===== src/rtl/hangman_guess_ctrl.sv =====
// Hangman game-state controller: holds the secret word, checks one guessed letter
// code at a time, reveals matching slots and counts misses for the 7-segment decoders.
module hangman_guess_ctrl #(
  parameter int unsigned SLOTS    = 4,
  parameter int unsigned MAX_MISS = 6
) (
  input  logic                 clock,
  input  logic                 resetn,
  input  logic                 load,
  input  logic [5*SLOTS-1:0]   word_in,
  input  logic                 guess_valid,
  input  logic [4:0]           guess,
  output logic                 guess_ready,
  output logic [5*SLOTS-1:0]   slot_code,
  output logic [SLOTS-1:0]     slot_en,
  output logic [2:0]           miss_count,
  output logic                 won,
  output logic                 lost
);

  localparam int unsigned CW = 5;
  localparam int unsigned WW = CW * SLOTS;
  localparam logic [2:0]  MISS_LIMIT = 3'(MAX_MISS);

  typedef enum logic [2:0] {IDLE, PLAY, CHECK, WON, LOST} state_t;

  state_t            state_q, state_d;
  logic [WW-1:0]     word_q, word_d;
  logic [SLOTS-1:0]  revealed_q, revealed_d;
  logic [31:0]       guessed_q, guessed_d;
  logic [2:0]        miss_q, miss_d;
  logic [4:0]        guess_q, guess_d;
  logic [SLOTS-1:0]  match;
  logic [SLOTS-1:0]  blank_mask;
  logic [SLOTS-1:0]  show;

  // Slots hit by the latched guess, and unused slots of the incoming word.
  always_comb begin
    match      = '0;
    blank_mask = '0;
    for (int i = 0; i < SLOTS; i++) begin
      match[i]      = (guess_q != 5'd0) && (word_q[CW*i +: CW] == guess_q);
      blank_mask[i] = (word_in[CW*i +: CW] == 5'd0);
    end
  end

  always_ff @(posedge clock) begin
    if (!resetn) begin
      state_q    <= IDLE;
      word_q     <= '0;
      revealed_q <= '0;
      guessed_q  <= '0;
      miss_q     <= '0;
      guess_q    <= '0;
    end else begin
      state_q    <= state_d;
      word_q     <= word_d;
      revealed_q <= revealed_d;
      guessed_q  <= guessed_d;
      miss_q     <= miss_d;
      guess_q    <= guess_d;
    end
  end

  always_comb begin
    state_d    = state_q;
    word_d     = word_q;
    revealed_d = revealed_q;
    guessed_d  = guessed_q;
    miss_d     = miss_q;
    guess_d    = guess_q;
    if (load) begin
      word_d     = word_in;
      revealed_d = blank_mask;
      guessed_d  = '0;
      miss_d     = '0;
      state_d    = PLAY;
    end else begin
      case (state_q)
        PLAY: begin
          if (guess_valid) begin
            guess_d = guess;
            state_d = CHECK;
          end
        end
        CHECK: begin
          // Code 0 and repeated letters leave the game untouched.
          if (guess_q != 5'd0 && !guessed_q[guess_q]) begin
            guessed_d[guess_q] = 1'b1;
            revealed_d         = revealed_q | match;
            if (match == '0 && miss_q < MISS_LIMIT) begin
              miss_d = miss_q + 3'd1;
            end
          end
          if (&revealed_d) begin
            state_d = WON;
          end else if (miss_d == MISS_LIMIT) begin
            state_d = LOST;
          end else begin
            state_d = PLAY;
          end
        end
        default: begin
        end
      endcase
    end
  end

  // Outputs decode registered state only; a finished game shows the whole word.
  always_comb begin
    case (state_q)
      PLAY, CHECK: show = revealed_q;
      WON, LOST:   show = '1;
      default:     show = '0;
    endcase
    slot_code = '0;
    for (int i = 0; i < SLOTS; i++) begin
      if (show[i]) begin
        slot_code[CW*i +: CW] = word_q[CW*i +: CW];
      end
    end
  end

  assign slot_en     = show;
  assign guess_ready = (state_q == PLAY);
  assign miss_count  = miss_q;
  assign won         = (state_q == WON);
  assign lost        = (state_q == LOST);

endmodule


===== config.mk =====
export PLATFORM = sky130hd
export DESIGN_NAME = hangman_guess_ctrl
export DESIGN_NICKNAME = d
export VERILOG_FILES = /design/src/rtl/hangman_guess_ctrl.sv
export SDC_FILE = /design/constraint.sdc
export NUM_CORES = 1
export LEC_CHECK = 0
export ABC_AREA = 0
export CAP_MARGIN = 20
export CORE_UTILIZATION = 30
export CTS_CLUSTER_DIAMETER = 30
export DETAILED_ROUTE_END_ITERATION = 10
export GPL_TIMING_DRIVEN = 0
export PLACE_DENSITY_LB_ADDON = 0.2
export SYNTH_ARGS = -nofsm -noshare
export SYNTH_HDL_FRONTEND = slang
export SYNTH_SLANG_ARGS = --single-unit

===== constraint.sdc =====
create_clock -name clock -period 2.6 [get_ports clock]
set_input_delay 0.52 -clock clock [delete_from_list [all_inputs] [get_ports clock]]
set_output_delay 0.52 -clock clock [all_outputs]
set_load 0.02 [all_outputs]

==> out/qor.yml <==
clockRootBuffer: "sky130_fd_sc_hd__clkbuf_16"
timing.final.crit_share_pct: 96.9
status: "finished clean"
dp.final_hpwl_um: 6980
cts_buffers: 9
avgViaCountPerCell: 5.04
final_core_area_utilization_pct: 44.4
worstPathMaxFanout: 10
initialDrtViolationCount: 106
timing.max_slew.rel_slack_pct: 50.2
grt_setup_unrepaired: "yes"
yosys_warnings: 0
cp.required_ps: 2840
worst_setup_hold_path_clk_slew_ps: 50
postSynthAreaPerCell_um2: 8.59
detailedRoute.firstPassIterationCount: 4
initial_core_util_pct: 31.4
ys_seq_area_share_pct: 38.8
totalWireLength_um: 9810
post-synth-top-count-cell: "sky130_fd_sc_hd__dfxtp_1"
critical_path.max_stage_delay_ps: 390
hold-path-endpoint: "guessed_q[24]"
wl_met2_um: 4930
p_leak_nw: 2.05
synth_edf_count: 0
final_net_count: 509
route.top_layer_used: "met4"
critical_path.reg2reg.endpoint: "guessed_q[8]"
fp.dieH_um: 109
via_count: 3142
ff2ff_path_depth: 9
synthArstFlopShare_pct: 0
grt_max_degree: 13
tightest_slew_ps: 747
global_route.usage.total_pct: 17.3
cts.path.max_buffers: 2
yosys-top-cells-area: "sky130_fd_sc_hd__dfxtp_1 39%, sky130_fd_sc_hd__mux2i_1 9.5%, sky130_fd_sc_hd__nor2b_1 7.4%"
syn-cell-area_mm2: 0.00346
synth-main-ff-cell: "sky130_fd_sc_hd__dfxtp_1"
clock_skew_ps: 7.09
met1_length_um: 4410
hold_crit_path_type: "reg2reg"
timing_worst_setup_path_type: "reg2reg"
synth.lib_cells_used.distinct: 52
regToRegStartpoint: "guess_q[4]"
cp_cell_sequence: "buf_2, mux4_2, o2bb2ai_2, a211oi_4, nand3_4, nor4_4, buf_6, nand3_4, o31ai_2"
die_area_mm2: 0.0120
timing.final.crit_period_ps: 2520
achievable-frequency_mhz: 397
critPathLaunchType: "register"
yosys_register_bits: 67
io_buffers: 58
grt_first_pass_wirelength_um: 15600
critical-path-top-cell-by-count: "sky130_fd_sc_hd__nand3_4"
maxCapViolations: 0
ir_drop_mv: 0.356
fillers: 1095
clock_latency_ps: 330
endpoint_kind: "register"
chipWidth_um: 109
cts.hold.buffers_added: 0
number_of_setup_violations_in_the_final_report: 0
worst_hold_path.num_cells: 2
drt-wirelength-per-cell_um: 15.7
ff_latch_area_mm2: 0.00134
post_synth_inst_count: 403
critical-path-slowest-cell: "sky130_fd_sc_hd__dfxtp_1"
yosys.area.top_type: "sky130_fd_sc_hd__dfxtp_1"
gp_congestion: 0.751
first_global_vias: 3114
clkSinkCount: 67
boundaryPins: 59
area_occupied_by_multi_input_gates_mm2: 0.00214
hold_violations: 0
r2r_slack_ps: 80
n_antenna_cell: 0
cts.htree.levels: 3
synthesis.nets: 433
drt.antenna.violating_nets: 0
power.density_mw_per_mm2: 567
num_rows: 38
globalRoute.totalOverflow: 0
core_mm2: 0.0110
synth.cells.most_frequent: "67 x sky130_fd_sc_hd__dfxtp_1, 54 x sky130_fd_sc_hd__nand2_1, 41 x sky130_fd_sc_hd__nor2b_1, 33 x sky130_fd_sc_hd__mux2i_1, 30 x sky130_fd_sc_hd__o21ai_1"
post_route_cells_drive_above_1_share_pct: 13.6
setup_tns_final_ps: 0
tritoncts_clock_tree: "yes"
remaining_drc_errors: 0
grt_antenna_before_repair: 0
hp-start: "guessed_q[24]"
worstPathArrival_ps: 2760
finalMaxSlewViolations: 0
layout_overhead_on_the_synthesized_area_pct: 41.4
synth_largest_type_area_fraction_pct: 38.8
met3_wirelength_um: 332
-- metal layers --
| layer | track usage [%] | up-vias |
|---|---|---|
| met5 | 0 | - |
| met4 | 5.43 | 0 |
| met3 | 4.45 | 14 |
| met2 | 29.5 | 71 |
| met1 | 21.1 | 1502 |
| li1 | - | 1555 |
-- worst max-delay path by stage --
stage	startpoint	end	slack, ps	cells after the start
after floorplan	state_q[1]	slot_code[0]	300	4
after global placement	guess_q[2]	guessed_q[25]	-230	9
after detailed placement	guess_q[2]	guessed_q[1]	-280	9
after CTS	state_q[1]	slot_code[5]	0.2	4
after global routing	guess_q[4]	guessed_q[8]	-40	9
final	guess_q[4]	guessed_q[8]	80	9
-- metrics by stage --
stage	power, W	std cells	hold slack [ps]	cell area [um^2]	setup WS, ps
2_1_floorplan	0.00123	403	424	3460	296
3_3_place_gp	0.00133	601	435	4220	-234
3_5_place_dp	0.00133	601	442	4220	-277
4_1_cts	0.00278	618	450	4720	0.199
5_1_grt	0.00287	624	462	4890	-41.8
6_report	0.00277	624	448	4890	80.2
-- state kept, by name, summed over array words and instances, names as in the netlist --
signal	flops
guess_q	5
state_q	3
miss_count	3
word_q	20
guessed_q	32
revealed_q	4
-- critical path, delay by kind of cell, from the launching register on --
kind | cells | cell delay, ps
muxes | 1 | 360
AOI/OAI and AO/OA | 3 | 700
DFF | 1 | 390
buffers and inverters | 2 | 420
and+or+nand+nor | 3 | 580
-- area by class of cell --
class | count | area share (%)
repair buffers | 67 | 14.5
well taps | 140 | 3.58
inverters | 9 | 0.844
multi-input cells | 303 | 43.8
flip-flops and latches | 67 | 27.5
clock inverters | 5 | 2.20
clock buffers | 11 | 5.17
plain buffers | 22 | 2.46
-- cell usage in the layout (no fill, tap or decap), types with 3 or more instances in the layout --
| master | instances |
|---|---|
| sky130_fd_sc_hd__bufinv_16 | 3 |
| sky130_fd_sc_hd__clkdlybuf4s50_1 | 38 |
| sky130_fd_sc_hd__clkbuf_1 | 11 |
| sky130_fd_sc_hd__mux2i_1 | 33 |
| sky130_fd_sc_hd__nand2b_1 | 7 |
| sky130_fd_sc_hd__nand3b_1 | 7 |
| sky130_fd_sc_hd__clkbuf_16 | 9 |
| sky130_fd_sc_hd__nand3_4 | 4 |
| sky130_fd_sc_hd__a21oi_1 | 10 |
| sky130_fd_sc_hd__o21ai_1 | 28 |
| sky130_fd_sc_hd__a21boi_0 | 5 |
| sky130_fd_sc_hd__buf_2 | 5 |
| sky130_fd_sc_hd__maj3_1 | 4 |
| sky130_fd_sc_hd__nand3_1 | 4 |
| sky130_fd_sc_hd__nor4_1 | 5 |
| sky130_fd_sc_hd__buf_6 | 4 |
| sky130_fd_sc_hd__and3_1 | 3 |
| sky130_fd_sc_hd__nor2_1 | 16 |
| sky130_fd_sc_hd__a21oi_4 | 4 |
| sky130_fd_sc_hd__buf_4 | 8 |
| sky130_fd_sc_hd__nor3_1 | 5 |
| sky130_fd_sc_hd__o21ai_0 | 10 |
| sky130_fd_sc_hd__dfxtp_1 | 65 |
| sky130_fd_sc_hd__nand2_1 | 53 |
| sky130_fd_sc_hd__xor2_1 | 7 |
| sky130_fd_sc_hd__inv_1 | 7 |
| sky130_fd_sc_hd__xnor2_1 | 13 |
| sky130_fd_sc_hd__nor2b_1 | 41 |
| sky130_fd_sc_hd__nand4_1 | 6 |
| sky130_fd_sc_hd__dlymetal6s2s_1 | 18 |
-- report_power, final --
group          internal (W)  leakage, nW  total [W]  switching, W
Clock              0.000994        0.176    0.00145      0.000458
Combinational      0.000122         1.33   0.000245      0.000124
Sequential          0.00105        0.545    0.00108     0.0000253
-- cells by family (layout without fill, tap and decap cells) --
| logic type | after synthesis | in the layout | share of synthesized area [%] |
|---|---|---|---|
| and+or+nand+nor | 170 | 170 | 27.4 |
| AOI/OAI and AO/OA | 73 | 73 | 12.6 |
| DFF | 67 | 67 | 38.8 |
| muxes | 35 | 35 | 10.8 |
| buffers and inverters | 33 | 114 | 3.83 |
| xor gates and xnor gates | 20 | 20 | 5.06 |
| adders and majority gates | 5 | 5 | 1.52 |
-- repair_timing --
action / 4_1_cts / 5_1_grt
gates cloned: 0 / 0
gates resized for setup: 24 / 43
setup buffers: 3 / 6
pin swaps: 4 / 7
endpoints found under the setup margin: 61 / 59
Power figures use the tool's default switching activity.
